<file path="config.mk">
export PLATFORM = sky130hd
export DESIGN_NAME = oam_dma_ctrl
export DESIGN_NICKNAME = d
export VERILOG_FILES = /design/src/rtl/oam_dma_ctrl_pkg.sv /design/src/rtl/oam_dma_ctrl.sv
export SDC_FILE = /design/constraint.sdc
export NUM_CORES = 1
export LEC_CHECK = 0
export ABC_AREA = 1
export CAP_MARGIN = 5
export CELL_PAD_IN_SITES_DETAIL_PLACEMENT = 0
export CELL_PAD_IN_SITES_GLOBAL_PLACEMENT = 1
export CORE_MARGIN = 2
export CORE_UTILIZATION = 44
export CTS_CLUSTER_DIAMETER = 30
export DETAILED_ROUTE_END_ITERATION = 16
export DONT_BUFFER_PORTS = 1
export PLACE_DENSITY_LB_ADDON = 0.1
export SETUP_SLACK_MARGIN = 0.2
export SLEW_MARGIN = 10
export SYNTH_ARGS = -nofsm -noshare
export SYNTH_HDL_FRONTEND = slang
export SYNTH_SLANG_ARGS = --single-unit
</file>
<file path="constraint.sdc">
create_clock -name clk -period 3.2 [get_ports clk]
set_clock_uncertainty 0.1 [all_clocks]
set_input_delay 0.16 -clock clk [delete_from_list [all_inputs] [get_ports clk]]
set_output_delay 0.16 -clock clk [all_outputs]
set_load 0.05 [all_outputs]
</file>
<file path="src/rtl/oam_dma_ctrl_pkg.sv">
// oam_dma_ctrl_pkg
//   Shared constants and types for the CPU memory-bus / OAM DMA controller.
//   - OAM_DMA_REG : CPU write address that starts a sprite DMA
//   - OAM_DATA    : destination address of every DMA write
//   - dma_state_e : controller FSM states (codes fixed by the ST_* constants)
//   - xfer_last_idx() : last idx value for a given transfer length
package oam_dma_ctrl_pkg;

    localparam logic [15:0] OAM_DMA_REG = 16'h4014;
    localparam logic [15:0] OAM_DATA    = 16'h2004;

    localparam logic [2:0] ST_IDLE     = 3'd0;
    localparam logic [2:0] ST_HALT     = 3'd1;
    localparam logic [2:0] ST_ALIGN    = 3'd2;
    localparam logic [2:0] ST_READ     = 3'd3;
    localparam logic [2:0] ST_WRITE    = 3'd4;
    localparam logic [2:0] ST_DMC_READ = 3'd5;
    localparam logic [2:0] ST_DMC_DONE = 3'd6;

    typedef enum logic [2:0] {
        IDLE     = ST_IDLE,
        HALT     = ST_HALT,
        ALIGN    = ST_ALIGN,
        READ     = ST_READ,
        WRITE    = ST_WRITE,
        DMC_READ = ST_DMC_READ,
        DMC_DONE = ST_DMC_DONE
    } dma_state_e;

    function automatic logic [7:0] xfer_last_idx(input int len);
        return 8'(len - 1);
    endfunction

endpackage

</file>
<file path="src/rtl/oam_dma_ctrl.sv">
// oam_dma_ctrl
//   CPU memory-bus controller. Passes CPU accesses straight to memory while idle;
//   a CPU write to DMA_REG_ADDR stalls the CPU and copies XFER_LEN bytes from
//   {page,idx} to OAM_DATA_ADDR, one read clk and one write clk per byte.
//
//   Build option: define DMC_DMA_EN to add DMC sample fetches, which take priority
//   over OAM DMA and may steal a read slot in the middle of a transfer. Without it
//   dmc_req/dmc_addr are ignored and dmc_ack/dmc_data are tied to 0.
//
//   State table:
//     state    | meaning
//     IDLE     | CPU passthrough, no stall
//     HALT     | first stalled clk, bus idle
//     ALIGN    | bus idle, pushes the next read onto a get (parity 0) clk
//     READ     | read {page,idx}
//     WRITE    | write the byte just read to OAM_DATA_ADDR
//     DMC_READ | read dmc_addr (DMC_DMA_EN only)
//     DMC_DONE | capture DMC byte (DMC_DMA_EN only)
//
// Ports:
//   clk, rst                      clock, async active-high reset
//   cpu_addr/read/write/wdata     CPU request (already stall-gated)
//   cpu_stall                     CPU halt, high for the whole DMA
//   bus_addr/read/write/wdata     memory request
//   bus_rdata                     memory read data, valid the clk after bus_read
//   dma_busy                      state != IDLE
//   dmc_req, dmc_addr             DMC fetch request and address
//   dmc_ack, dmc_data             1-clk fetch acknowledge with the fetched byte
module oam_dma_ctrl
    import oam_dma_ctrl_pkg::*;
#(
    parameter logic [15:0] DMA_REG_ADDR  = OAM_DMA_REG,
    parameter logic [15:0] OAM_DATA_ADDR = OAM_DATA,
    parameter int          XFER_LEN      = 256
) (
    input  logic        clk,
    input  logic        rst,
    input  logic [15:0] cpu_addr,
    input  logic        cpu_read,
    input  logic        cpu_write,
    input  logic [7:0]  cpu_wdata,
    output logic        cpu_stall,
    output logic [15:0] bus_addr,
    output logic        bus_read,
    output logic        bus_write,
    output logic [7:0]  bus_wdata,
    input  logic [7:0]  bus_rdata,
    output logic        dma_busy,
    input  logic        dmc_req,
    input  logic [15:0] dmc_addr,
    output logic        dmc_ack,
    output logic [7:0]  dmc_data
);

    localparam logic [7:0] LAST_IDX = xfer_last_idx(XFER_LEN);

    dma_state_e state;
    dma_state_e state_nxt;
    dma_state_e read_entry;
    logic       parity;
    logic [7:0] page;
    logic [7:0] idx;
    logic [7:0] data_q;
    logic       trigger;
    logic       last_byte;

    assign trigger   = cpu_write && (cpu_addr == DMA_REG_ADDR);
    assign last_byte = (idx == LAST_IDX);

`ifdef DMC_DMA_EN
    logic       oam_active;
    logic       dmc_go;
    logic       dmc_ack_q;
    logic [7:0] dmc_data_q;

    // The requester holds dmc_req until it sees dmc_ack; ignoring the request
    // on the ack clk keeps one request from being fetched twice.
    assign dmc_go   = dmc_req && !dmc_ack_q;
    assign dmc_ack  = dmc_ack_q;
    assign dmc_data = dmc_data_q;

    // Every transition that would start an OAM read is redirected to a DMC
    // read when a fetch is pending; a standalone DMC fetch always goes there.
    always_comb begin
        read_entry = READ;
        if (dmc_go || !oam_active)
            read_entry = DMC_READ;
    end
`else
    assign dmc_ack  = 1'b0;
    assign dmc_data = 8'h00;

    always_comb begin
        read_entry = READ;
    end
`endif

    always_comb begin
        state_nxt = state;
        case (state)
            IDLE: begin
`ifdef DMC_DMA_EN
                if (dmc_go || trigger)
                    state_nxt = HALT;
`else
                if (trigger)
                    state_nxt = HALT;
`endif
            end
            HALT:  state_nxt = parity ? read_entry : ALIGN;
            ALIGN: state_nxt = read_entry;
            READ:  state_nxt = WRITE;
            WRITE: begin
                if (last_byte)
                    state_nxt = IDLE;
                else
                    state_nxt = read_entry;
            end
`ifdef DMC_DMA_EN
            DMC_READ: state_nxt = DMC_DONE;
            // A stolen slot ends on a put clk, so the retried OAM read already
            // lands on a get clk and no ALIGN is needed (steal costs 2 clk).
            DMC_DONE: begin
                if (!oam_active)
                    state_nxt = IDLE;
                else if (parity)
                    state_nxt = READ;
                else
                    state_nxt = ALIGN;
            end
`endif
            default: state_nxt = IDLE;
        endcase
    end

    always_ff @(posedge clk or posedge rst) begin
        if (rst) begin
            state  <= IDLE;
            parity <= 1'b0;
            page   <= 8'h00;
            idx    <= 8'h00;
            data_q <= 8'h00;
`ifdef DMC_DMA_EN
            oam_active <= 1'b0;
            dmc_ack_q  <= 1'b0;
            dmc_data_q <= 8'h00;
`endif
        end else begin
            parity <= ~parity;
            state  <= state_nxt;
            case (state)
                IDLE: begin
                    if (trigger) begin
                        page <= cpu_wdata;
                        idx  <= 8'h00;
                    end
`ifdef DMC_DMA_EN
                    // A DMC request arriving with the trigger write wins and
                    // that OAM request is dropped.
                    oam_active <= trigger && !dmc_go;
`endif
                end
                WRITE: begin
                    data_q <= bus_rdata;
                    if (!last_byte)
                        idx <= idx + 8'd1;
                end
`ifdef DMC_DMA_EN
                DMC_DONE: dmc_data_q <= bus_rdata;
`endif
                default: ;
            endcase
`ifdef DMC_DMA_EN
            dmc_ack_q <= (state == DMC_DONE);
`endif
        end
    end

    always_comb begin
        bus_addr  = 16'h0000;
        bus_read  = 1'b0;
        bus_write = 1'b0;
        bus_wdata = 8'h00;
        case (state)
            IDLE: begin
                bus_addr  = cpu_addr;
                bus_read  = cpu_read;
                bus_write = cpu_write;
                bus_wdata = cpu_wdata;
            end
            READ: begin
                bus_addr = {page, idx};
                bus_read = 1'b1;
            end
            WRITE: begin
                bus_addr  = OAM_DATA_ADDR;
                bus_write = 1'b1;
                bus_wdata = bus_rdata;
            end
`ifdef DMC_DMA_EN
            DMC_READ: begin
                bus_addr = dmc_addr;
                bus_read = 1'b1;
            end
`endif
            default: ;
        endcase
    end

    assign cpu_stall = (state != IDLE);
    assign dma_busy  = (state != IDLE);

endmodule

</file>
; ---- After elaboration in Yosys (flattened, before gate mapping)
; Index checks and enable logic that the tools add are counted.
[totals]
reg_bits = 20
wordCells = 31
input_bits = 53
out_inout_bits = 37
[op_classes]
add_sub_neg = 1
n_eq_ne = 8
n_bitwise = 1
n_reduce_logical = 6
mux = 11
[ops]
columns = op, n
row1 = $pmux W16 S3, 1
row2 = $pmux W8 S2, 2
row3 = $eq A16 B15 Y1 const B, 1
row4 = $mux W8, 2
row5 = $pmux W3 S5, 1
row6 = $add A8 B1 Y8 const B, 1
row7 = $eq A8 B8 Y1 const B, 1
row8 = $eq A3 B2 Y1 const B, 2
row9 = $ne A2 B2 Y1 const B, 2
row10 = $pmux W1 S2, 2
row11 = $eq A3 B1 Y1 const B, 1
row12 = $eq A3 B3 Y1 const B, 1
row13 = $logic_not A3 Y1, 1
row14 = $mux W3, 1
row15 = $reduce_and A3 Y1, 1
row16 = $reduce_bool A3 Y1, 1
row17 = $mux W2, 1
row18 = $reduce_and A2 Y1, 1
row19 = $reduce_bool A2 Y1, 1
row20 = $logic_and A1 B1 Y1, 1
row21 = $mux W1, 1
row22 = $not A1 Y1, 1

; ---- Longest topological paths before layout
[depth]
word_depth = 4
mapped_depth = 8
depth_no_buf = 8

; ---- Least setup slack after synthesis
; OpenSTA, ideal clock, no wires.
[synth_timing]
path_type = register -> output
from = register state[1]
to = output bus_wdata[0]
t_required_ns = 2.940
n_path_buf = 0
arrival_ns = 1.840
path_stages_with_launch = 6
path_slack_ns = 1.100
path_cell_list = dfrtp_1 -> inv_2 -> nand2_2 -> nor2_4 -> inv_2 -> o21ai_0
[synth_between]
elab_chain_cells = 2
elab_cells_between_ends = 3
classes_between = eq/ne: 1 / mux: 1 / reduce/logical: 1
[synth_lines]
columns = element, line_no
row1 = "start, declared", oam_dma_ctrl.sv:57  ; dma_state_e state;
row2 = "start signal, assigned", oam_dma_ctrl.sv:150  ; state <= state_nxt;
row3 = $eq A3 B3 Y1 or $logic_not A3 Y1 (tied branches), oam_dma_ctrl.sv:184  ; case (state)
row4 = $pmux W8 S2 *, oam_dma_ctrl.sv:184
row5 = "end, declared", oam_dma_ctrl.sv:46  ; output logic [7:0] bus_wdata,
; Every way passes the cells marked *; elsewhere a longest branch is shown, timed or not.

; ---- Final worst setup path
[layout_timing]
from = register state[0]
to = output bus_addr[6]
[layout_between]
elab_chain_cells = 2
elab_cells_between_ends = 4
classes_between = eq/ne: 2 / mux: 1 / reduce/logical: 1
[layout_lines]
columns = element, line_no
row1 = "$eq A3 B3 Y1, or another cell as far along", oam_dma_ctrl.sv:184
row2 = $pmux W16 S3 *, oam_dma_ctrl.sv:184
row3 = "end, declared", oam_dma_ctrl.sv:43  ; output logic [15:0] bus_addr,
; Marked as above.

==> flow_summary.rst <==
.. list-table::
   :header-rows: 1

   * - Metric
     - Value
   * - Post-synthesis register bit count
     - 20
   * - Post-DR wirelength/cell
     - 13.8 microns
   * - Critical Path End Type
     - output pin
   * - Effective utilization at floorplan
     - 46.7%
   * - Clock root buffer
     - clkbuf_4
   * - Unrepaired setup endpoints after global routing
     - no
   * - Sum of routed wire length over all layers
     - 3670 microns
   * - Minimum setup slack in the final design
     - 758 ps
   * - Number of CTS-inserted buffers
     - 3
   * - Total setup violations reported at the end of the flow
     - 0
   * - Depth of the worst register-to-register path
     - 7
   * - Count of H-tree levels built during CTS
     - 1
   * - Hold path startpoint
     - cpu_addr[2]
   * - Floorplan die area
     - 0.00374 sq mm
   * - Register-to-register path setup slack
     - 960 ps
   * - Hold crit path type
     - in -> reg
   * - Global-route usage over all layers
     - 20.0%
   * - Worst hold slack
     - 87.7 ps
   * - Cell-by-cell listing of the critical path
     - inv_2, nand2_2, nor2_4, inv_2, o22ai_1, buf_4
   * - IO Pins
     - 90
   * - Delay of the slowest cell on the worst path
     - 450 ps
   * - GR Overflow Total
     - 0
   * - Leakage power summed over all cells
     - 0.000836 uW
   * - Area grow syn2layout
     - 13.7%
   * - Setup TNS after final layout
     - 0 ps
   * - Via count of the first global-routing pass
     - 1,260
   * - Status
     - completed
   * - Number of diodes added for antenna fixing
     - 0
   * - Start-to-end type of the worst setup path
     - reg -> out
   * - Clock Pin Slew Worst Setup and Hold Paths
     - 120 ps
   * - Dpl hpwl
     - 2610 microns
   * - Post-detailed-route via-to-cell ratio
     - 5.14
   * - Cell with the most instances on the worst path
     - inv_2
   * - Final cycle utilization of the critical path
     - 76.3%
   * - Initial detailed-routing violation count
     - 61
   * - Worst-case clock buffer depth
     - 2
   * - Global-route wire length before repair
     - 5550 microns
   * - Total via count after detailed routing
     - 1,368
   * - Quantity of gates resized following cts
     - 0
   * - Netlist Area Pre-Place
     - 0.00144 sq mm
   * - Final critical delay including setup and external delays
     - 2440 ps
   * - Initial antenna violation count
     - 0
   * - Max stage delay cell, worst path
     - dfrtp_1
   * - Post-route antenna net violation count
     - 0
   * - Largest net degree at the start of global routing
     - 26
   * - Maximum fanout count along the critical path
     - 16
   * - Crit path arrival time
     - 2180 ps
   * - Achievable clock frequency
     - 409 MHz
   * - Library cells used by synthesis
     - 22
   * - Slew Limit Fails
     - 0
   * - Number of placement rows
     - 20
   * - Relative slew margins
     - 35.7%
   * - Synthesis warning total
     - 0
   * - Share of post-route cells with drive strength above 1
     - 17.1%
   * - Sinks on the clock net
     - 20
   * - Worst Hold Endpoint
     - state[0]
   * - Final layout net count
     - 277
   * - Sequential fraction of the synthesis area
     - 34.8%
   * - Max-Cap Viols
     - 0
   * - Number of inserted filler cells in the final layout
     - 312
   * - DRC Markers
     - 0
   * - Type of element launching the critical path
     - flip-flop
   * - Global placer's final weighted congestion
     - 0.710
   * - TritonCTS clock tree
     - yes
   * - Reg2Reg Capture Point
     - idx[5]
   * - Number of instances on the worst hold path
     - 4
   * - Synthesized instance count
     - 205
   * - Mean Syn Cell Area
     - 7.02 sq um
   * - Worst setup slack before clock tree synthesis
     - 1000 ps
   * - Reg-to-reg critical path startpoint
     - state[0]
   * - Required time of the worst setup path
     - 2940 ps
   * - Chip width
     - 61.2 microns
   * - Slew of the pin with the lowest slew margin
     - 959 ps
   * - Placeable core region
     - 0.00308 sq mm
   * - Total power divided by cell area
     - 1060 mW/mm^2
   * - IR Drop Worst-Case VDD
     - 0.466 mV
   * - First-pass iteration count of the detailed router
     - 5
   * - Number of input and output port buffers inserted
     - 0
   * - Die boundary height
     - 61.2 microns
   * - Hold Violations, Final
     - 0
   * - Clock latency reported for the late side of the worst-skew pair
     - 310 ps
[power by group]
part	internal, uW	total [uW]	switching [uW]	leakage [uW]
Sequential	297	352	54.8	0.000265
Combinational	227	1170	946	0.000542
Clock	127	211	83.8	0.0000279
[layout by cell type, fill, tap and decap left out, drive strengths merged]
cell	netlist	final
a21oi	5	5
nand3	22	22
or2	1	1
o21ai	30	30
ha	1	1
bufinv	0	1
conb	1	9
nor2	17	17
clkbuf	0	3
inv	30	30
dfrtp	20	20
o22ai	1	1
buf	17	13
nand2	54	54
a22o	6	6
dlygate4sd3	0	9
[synthesized netlist by cell type]
| cell type | count | area (sq um) |
|---|---|---|
| inv_2 | 5 | 18.8 |
| a22o_1 | 6 | 52.6 |
| nand2_1 | 53 | 199 |
| buf_2 | 4 | 20.0 |
| o21ai_2 | 9 | 78.8 |
| conb_1 | 1 | 3.75 |
| buf_6 | 3 | 33.8 |
| dfrtp_1 | 20 | 500 |
| ha_1 | 1 | 12.5 |
| o22ai_1 | 1 | 6.26 |
| nand3_1 | 20 | 100 |
| nor2_2 | 1 | 6.26 |
| buf_4 | 10 | 75.1 |
| or2_2 | 1 | 6.26 |
| nor2_1 | 14 | 52.6 |
| nor2_4 | 2 | 22.5 |
| inv_1 | 25 | 93.8 |
| nand2_2 | 1 | 6.26 |
| o21ai_0 | 13 | 65.1 |
| nand3_2 | 2 | 20.0 |
| o21ai_1 | 8 | 40.0 |
| a21oi_1 | 5 | 25.0 |
[layer usage]
layer	track usage [%]	share of wire (%)	vias to the layer above
met3	3.78	6.9	5
li1	-	-	669
met5	0	0	-
met2	33.9	47	66
met4	4.66	0.85	0
met1	26.5	45	628
[worst max-delay path, delay by kind of cell (launching register included)]
| kind | cells | cell delay (ps) |
|---|---|---|
| and+or+nand+nor | 2 | 420 |
| buffers and inverters | 3 | 720 |
| AOI/OAI and AO/OA | 1 | 270 |
| DFF | 1 | 450 |
[what timing repair did]
item / CTS / global route
hold buffers: 9 / 0
hold endpoints to repair: 28 / 0
setup buffers: 0 / 0
[registers in the layout, summed over array words and instances, names as in the netlist]
name and flops:
page 8, parity 1, state 3, idx 8
[through the flow]
stage / cells / utilization [%] / power [uW] / instance area, sq um
floorplan: 213 / - / 1340 / 1470
global placement: 253 / 48.5 / 1510 / 1490
detailed placement: 253 / 48.5 / 1520 / 1490
CTS: 266 / 53.1 / 1740 / 1640
global route: 266 / 53.1 / 1820 / 1640
finish: 266 / 53.1 / 1740 / 1640
[worst max path at each step]
stage              from            to  cells past startpoint
3_5_place_dp   state[1]        idx[5]                      7
5_1_grt        state[0]   bus_addr[5]                      6
2_1_floorplan  state[1]  bus_wdata[0]                      5
4_1_cts        state[1]   bus_addr[6]                      6
6_report       state[0]   bus_addr[6]                      6
3_3_place_gp   state[1]        idx[1]                      7
[cells by family (layout without fill, tap and decap cells)]
family | after synthesis | in the layout | share of synthesized area (%)
AO/OA/AOI/OAI | 42 | 42 | 18.6
adder cells (fa/ha/maj) | 1 | 1 | 0.869
buffers and inverters | 47 | 56 | 16.8
flip-flops | 20 | 20 | 34.8
other | 1 | 9 | 0.261
AND/OR/NAND/NOR | 94 | 94 | 28.7
[final cells by class]
type | count | area [sq um] | share of cell area (%)
Timing Repair Buffer | 22 | 188 | 11.5
Clock buffer | 3 | 22.5 | 1.38
Clock inverter | 1 | 30.0 | 1.84
Tap cell | 44 | 55.1 | 3.37
Multi-Input combinational cell | 146 | 727 | 44.5
Sequential cell | 20 | 500 | 30.6
Inverter | 30 | 113 | 6.89
Note: power is estimated with default switching activity, not from simulation.
